===== config.mk =====
export PLATFORM = sky130hd
export DESIGN_NAME = i2c_master_byte_engine
export DESIGN_NICKNAME = d
export VERILOG_FILES = /design/src/rtl/i2c_master_byte_engine.sv
export SDC_FILE = /design/constraint.sdc
export NUM_CORES = 1
export LEC_CHECK = 0
export ABC_CLOCK_PERIOD_IN_PS = 5530
export CAP_MARGIN = 5
export CORE_UTILIZATION = 59
export CTS_BUF_LIST = sky130_fd_sc_hd__clkbuf_16
export CTS_CLUSTER_SIZE = 12
export DETAILED_ROUTE_END_ITERATION = 10
export GPL_TIMING_DRIVEN = 0
export PLACE_DENSITY = 0.9
export SYNTH_ARGS = -nofsm -noshare
export SYNTH_HDL_FRONTEND = slang
export SYNTH_SLANG_ARGS = --single-unit
export TNS_END_PERCENT = 20

===== constraint.sdc =====
create_clock -name clk -period 5.53 [get_ports clk]
set_input_delay 1.106 -clock clk [delete_from_list [all_inputs] [get_ports clk]]
set_output_delay 1.106 -clock clk [all_outputs]
set_load 0.1 [all_outputs]

===== src/rtl/i2c_master_byte_engine.sv =====
// Byte-level I2C master: turns one START/WRITE/READ/STOP command into
// open-drain SCL/SDA activity. Each bit is four quarter phases of DIV clocks.
//
// state   | meaning
// --------+--------------------------------------------------
// IDLE    | waiting for a command, lines held
// START   | (repeated) START condition
// WBIT    | shifting tx byte out, MSB first
// WACK    | releasing SDA and sampling slave ACK
// RBIT    | sampling slave data, MSB first
// RACK    | driving ACK/NACK back to the slave
// STOP    | STOP condition
// DONE    | one-cycle completion pulse, ready for the next command
module i2c_master_byte_engine #(
    parameter int DIV = 4
) (
    input  logic       clk,
    input  logic       resetn,
    input  logic       cmd_valid,
    output logic       cmd_ready,
    input  logic       cmd_start,
    input  logic       cmd_write,
    input  logic       cmd_read,
    input  logic       cmd_stop,
    input  logic       cmd_nack,
    input  logic [7:0] tx_byte,
    output logic [7:0] rx_byte,
    output logic       rx_nack,
    output logic       done,
    output logic       bus_owned,
    output logic       scl_oe,
    output logic       sda_oe,
    input  logic       scl_i,
    input  logic       sda_i
);

    typedef enum logic [2:0] {
        S_IDLE, S_START, S_WBIT, S_WACK, S_RBIT, S_RACK, S_STOP, S_DONE
    } state_t;

    localparam logic [15:0] DIV_M1 = 16'(DIV - 1);

    state_t      state, state_nxt;
    logic [15:0] cnt;
    logic [1:0]  q;
    logic [2:0]  bit_idx;
    logic [7:0]  shreg;
    logic        wr_r, rd_r, stop_r, nack_r;
    logic        scl_hold, sda_hold;
    logic        accept, active, stall, q_end, ph_end;
    state_t      first_ph, after_start, after_byte;

    assign accept = cmd_valid && cmd_ready;
    assign active = (state != S_IDLE) && (state != S_DONE);
    // A slave holding SCL low in Q1 freezes the quarter until SCL is seen high.
    assign stall  = active && (q == 2'd1) && !scl_i;
    assign q_end  = active && !stall && (cnt == 16'd0);
    assign ph_end = q_end && (q == 2'd3);

    // Phase ordering: START, then byte (write wins over read), then STOP.
    always_comb begin
        first_ph    = cmd_start ? S_START :
                      cmd_write ? S_WBIT  :
                      cmd_read  ? S_RBIT  :
                      cmd_stop  ? S_STOP  : S_DONE;
        after_byte  = stop_r ? S_STOP : S_DONE;
        after_start = wr_r ? S_WBIT : (rd_r ? S_RBIT : after_byte);
    end

    // State register.
    always_ff @(posedge clk) begin
        if (!resetn) state <= S_IDLE;
        else         state <= state_nxt;
    end

    // Next-state logic.
    always_comb begin
        state_nxt = state;
        unique case (state)
            S_IDLE:  if (accept) state_nxt = first_ph;
            S_DONE:  state_nxt = accept ? first_ph : S_IDLE;
            S_START: if (ph_end) state_nxt = after_start;
            S_WBIT:  if (ph_end && bit_idx == 3'd7) state_nxt = S_WACK;
            S_RBIT:  if (ph_end && bit_idx == 3'd7) state_nxt = S_RACK;
            S_WACK,
            S_RACK:  if (ph_end) state_nxt = after_byte;
            S_STOP:  if (ph_end) state_nxt = S_DONE;
            default: state_nxt = S_IDLE;
        endcase
    end

    // Pin and handshake outputs; lines keep their last level outside active phases.
    always_comb begin
        scl_oe    = scl_hold;
        sda_oe    = sda_hold;
        done      = (state == S_DONE);
        cmd_ready = (state == S_IDLE) || (state == S_DONE);
        unique case (state)
            S_START: begin
                sda_oe = (q >= 2'd2);
                if (q != 2'd0) scl_oe = (q == 2'd3);
            end
            S_WBIT: begin
                scl_oe = (q == 2'd0) || (q == 2'd3);
                sda_oe = !shreg[7];
            end
            S_WACK, S_RBIT: begin
                scl_oe = (q == 2'd0) || (q == 2'd3);
                sda_oe = 1'b0;
            end
            S_RACK: begin
                scl_oe = (q == 2'd0) || (q == 2'd3);
                sda_oe = !nack_r;
            end
            S_STOP: begin
                scl_oe = (q == 2'd0);
                sda_oe = (q != 2'd3);
            end
            default: ;
        endcase
    end

    // Quarter divider, bit counter, shift register and status flags.
    always_ff @(posedge clk) begin
        if (!resetn) begin
            cnt       <= '0;
            q         <= '0;
            bit_idx   <= '0;
            shreg     <= '0;
            wr_r      <= 1'b0;
            rd_r      <= 1'b0;
            stop_r    <= 1'b0;
            nack_r    <= 1'b0;
            rx_byte   <= '0;
            rx_nack   <= 1'b0;
            bus_owned <= 1'b0;
            scl_hold  <= 1'b0;
            sda_hold  <= 1'b0;
        end else begin
            scl_hold <= scl_oe;
            sda_hold <= sda_oe;
            if (accept) begin
                cnt     <= DIV_M1;
                q       <= 2'd0;
                bit_idx <= 3'd0;
                shreg   <= tx_byte;
                wr_r    <= cmd_write;
                rd_r    <= cmd_read;
                stop_r  <= cmd_stop;
                nack_r  <= cmd_nack;
            end else if (q_end) begin
                cnt <= DIV_M1;
                q   <= q + 2'd1;
                if (q == 2'd2) begin
                    if (state == S_RBIT) shreg   <= {shreg[6:0], sda_i};
                    if (state == S_WACK) rx_nack <= sda_i;
                end
                if (q == 2'd3) begin
                    if (state == S_WBIT) shreg <= {shreg[6:0], 1'b0};
                    if (state == S_WBIT || state == S_RBIT) bit_idx <= bit_idx + 3'd1;
                    if (state == S_RBIT && bit_idx == 3'd7) rx_byte <= shreg;
                    if (state == S_START) bus_owned <= 1'b1;
                    if (state == S_STOP)  bus_owned <= 1'b0;
                end
            end else if (active && !stall) begin
                cnt <= cnt - 16'd1;
            end
        end
    end

endmodule


Word-level counts from Yosys, hierarchy flattened
Index checks and enable logic that the tools add are counted.
{"block": "totals", "output_inout_bits": 14, "reg_bits": 48, "word_cells": 103}
{"block": "classes", "n_reduce_logical": 34, "n_lt_le_gt_ge": 1, "addsub": 3, "n_mux": 29, "eq_ne": 19, "bitwise": 2}
{"cell": "$mux 8", "count": 6}
{"cell": "$mux 3", "count": 10}
{"cell": "$pmux 3 s7", "count": 1}
{"cell": "$logic_not 16->1", "count": 1}
{"cell": "$sub 16x1->16 const B", "count": 1}
{"cell": "$eq 3x3->1 const B", "count": 5}
{"cell": "$ne 2x2->1 const B", "count": 7}
{"cell": "$reduce_and 4->1", "count": 3}
{"cell": "$mux 2", "count": 5}
{"cell": "$logic_and 1x1->1", "count": 9}
{"cell": "$eq 3x2->1 const B", "count": 2}
{"cell": "$reduce_and 6->1", "count": 1}
{"cell": "$reduce_bool 2->1", "count": 3}
{"cell": "$reduce_bool 3->1", "count": 2}
{"cell": "$reduce_or 2->1", "count": 3}
{"cell": "$mux 1", "count": 5}
{"cell": "$pmux 1 s5", "count": 1}
{"cell": "$eq 2x2->1 const B", "count": 2}
{"cell": "$logic_not 1->1", "count": 4}
{"cell": "$reduce_or 4->1", "count": 1}
{"cell": "$add 3x1->3 const B", "count": 1}
{"cell": "$eq 3x1->1 const B", "count": 1}
{"cell": "$logic_not 3->1", "count": 1}
{"cell": "$logic_or 1x1->1", "count": 3}
{"cell": "9 further kinds", "count": 10}

Depth between registers and ports, before layout
{"block": "depth", "depth_word": 11, "ltp_mapped": 8}

Worst setup path after synthesis
No wires, ideal clock.
{"block": "synth_path", "kind": "reg2out", "from": "register state[2]", "to": "output sda_oe", "setup_slack_ns": 1.034, "arrival_time_ns": 3.390, "t_required_ns": 4.424, "path_stages_with_launch": 5, "path_buffers": 2, "cell_sequence": "dfxtp_1 > buf_1 > clkbuf_1 > o22ai_1 > a221oi_1"}
{"block": "synth_between", "elab_chain_cells": 3, "word_cells_on_any_way": 8}
{"item": "start, declared", "line": "43", "rtl": "state_t state, state_nxt;"}
{"item": "start signal, assigned", "line": "73", "rtl": "else state <= state_nxt;"}
{"item": "$eq 3x3->1 or $eq 3x2->1 (tied branches)", "line": "98", "rtl": "unique case (state)"}
{"item": "$reduce_or 2->1", "line": "98"}
{"item": "$pmux 1 s5 *", "line": "98"}
{"item": "end, declared", "line": "32", "rtl": "output logic sda_oe,"}
Mark *: on every way between the ends. The rest lies on a longest branch, timed or not.

Final worst setup path
Same ends and word-level chain as after synthesis.

==> reports/metrics.yaml <==
status: "complete, no violations"
root_buffer: "clkbuf_16"
clk_transition_reported_paths_ns: 0.06
ys_warn_count: 0
ys.flop_type: "dfxtp_1"
synth_edf_count: 0
min_period_ns: 4.29
drt_iter0_drc: 172
drcViolationCount: 0
critPathCaptureType: "primary output"
cp-start-kind: "register"
die_height_um: 67.2
r2r-start: "state[2]"
slowest_delay_ns: 1.20
fmax_mhz: 233
syn_inst: 297
detail_route.first_pass.iterations: 4
cts_tree: "done"
cts_hold_buffers: 0
cts_setup_buffers: 0
dieArea_sq_um: 4520
critPathLaunch: "state[2]"
final-hold-violation-count: 0
cp.required_ns: 4.42
synthTopCellsByArea: "dfxtp_1 (38%), a21oi_1 (5.2%), nor2_1 (5.1%)"
fp.dieW_um: 67.2
cap_violations: 0
wl_um: 6000
cts_sinks: 48
cp.arrival_ns: 3.18
syn_avg_cell_area_sq_um: 8.45
place_hpwl_um: 4270
ys_types: 55
cp_cell_sequence: "buf_1 -> clkbuf_1 -> o22ai_1 -> a221oi_1 -> clkdlybuf4s50_1"
synth_top_cell_by_area: "dfxtp_1"
setup_tns_ns: 0
num_vias: 2313
synth_area_sq_um: 2510
grt_pass1_vias: 2074
r2r_cells: 6
post_cts_resized: 0
worstSetupEndpoint: "sda_oe"
peakVddDrop_v: 0.000301
finalMaxSlewViolations: 0
clk_path_buf_depth: 2
syn_nets: 323
core_sq_um: 4030
fin_skew_ns: 0.00553
row_count: 23
yosysSeqAreaShare: 0.383
rsz0062_at_grt: "false"
ys_ff_latch: 48
ioPinCount: 32
drive_above_1_share: 0.0655
ys_async_sr_fraction: 0
grt_pass1_wl_um: 9710
cp_slowest_cell: "clkdlybuf4s50_1"
grt_usage: 0.288
wl_per_cell_um: 15.5
r2r_end: "rx_byte[2]"
antenna_found_initial: 0
utilization: 0.757
gp_congestion: 0.954
critPathTopFamily: "buffers and inverters"
cp.depth: 5
clkLatencyLatePin_ns: 0.29
finalSetupViolations: 0
syn_to_final_growth_pct: 21.5
max-slew-margin-rel: 0.284
r2r_slack_ns: 2.83
fin_hold_ws_ns: 0.450
cp_num_buf_inv: 3
worst_pin_slew_ns: 1.07
overflow: 0
p_leak_nw: 1.15
grt_max_degree: 16
cts_buffers: 5
post-route-period-util: 0.776
io_buffers: 31
synth_top_area_frac: 0.383
initial_core_util: 0.623
num_antenna_cells: 0
cp_max_fo: 10
vias_per_cell: 5.99
layout.nets: 361
ant_nets: 0
htree_num_levels: 2
powerDensity_nw_per_um2: 485
critPathKind: "reg -> out"
timing.hold.worst.class: "reg -> reg"
per-layer routing:
layer  track usage  routed length, um
met5             0                  0
met4         0.144                152
met1         0.383               2730
met3        0.0355                276
met2         0.456               2830
power breakdown:
| part | internal (mW) | total (mW) | switching, mW |
|---|---|---|---|
| sequential | 0.410 | 0.465 | 0.0550 |
| clock | 0.212 | 0.339 | 0.126 |
| combinational | 0.246 | 0.675 | 0.429 |
cell usage after synthesis (all sizes together), types with 3 or more instances:
master / n
nor3: 5
a221oi: 3
nand3: 16
nand2: 29
xor2: 13
xnor2: 4
ha: 8
o21ai: 10
nand4b: 4
mux2i: 6
buf: 7
nor4: 4
nand3b: 5
a32o: 5
dfxtp: 48
a21oi: 26
clkbuf: 8
and2: 6
nor2: 34
and3: 8
o21a: 5
nor2b: 3
nand4: 4
inv: 8
placed cells by master (no fill, tap or decap), drive strengths merged, types with 5 or more instances in the layout:
cell,count
a32o,5
buf,7
dfxtp,48
clkbuf,13
and3,8
clkdlybuf4s50,31
a21oi,26
nor2,34
nand2,29
o21ai,10
ha,8
inv,8
nor3,5
nand3b,5
xor2,13
and2,6
o21a,5
mux2i,6
nand3,16
worst min-delay path, cell delays in order (launching register included):
cell and delay (ns):
dfxtp_1 0.31, nand2_1 0.05, a21oi_1 0.05
area by class of cell:
type                            instances  area, sq um
Buffer                                 15         66.3
Clock buffer                            5          125
Clock inverter                          3         42.5
Fill cell                             296          978
Inverter                                9         33.8
Multi-Input combinational cell        225         1450
Sequential cell                        48          961
Tap cell                               50         62.6
Timing Repair Buffer                   31          310
sequential cells by signal (all words and copies together), names as in the netlist:
name       count
bit_idx        3
bus_owned      1
cnt           16
nack_r         1
q              2
rd_r           1
rx_byte        8
rx_nack        1
scl_hold       1
sda_hold       1
shreg          8
state          3
stop_r         1
wr_r           1
logic make-up (layout without fill, tap and decap cells):
family                   after synthesis  in the layout  synth area share
AO/OA/AOI/OAI                         67             67             0.179
flip-flops                            48             48             0.383
multiplexers                           6              6            0.0239
buffers and inverters                 24             63            0.0399
adder cells (fa/ha/maj)                8              8            0.0399
XOR/XNOR                              17             17            0.0593
AND/OR/NAND/NOR                      127            127             0.275
stage by stage:
stage                     power (mW)  cell area, sq um  std cells  setup WS (ns)
after floorplan                0.985              2510        297           1.03
after global placement          1.12              2880        378           1.61
after detailed placement        1.13              2880        378           1.59
after CTS                       1.48              3050        386           1.25
after global routing            1.57              3050        386           1.10
final                           1.48              3050        386           1.24
worst min-delay path by stage:
stage | from | endpoint | slack, ns | cells after the start
floorplan | stop_r | stop_r | 0.43 | 2
global placement | rx_byte[5] | rx_byte[5] | 0.44 | 2
detailed placement | rx_byte[1] | rx_byte[1] | 0.44 | 2
CTS | rx_byte[1] | rx_byte[1] | 0.45 | 2
global route | rx_byte[1] | rx_byte[1] | 0.48 | 2
finish | rx_byte[1] | rx_byte[1] | 0.45 | 2
No activity file was read; power rests on OpenSTA's default activity.
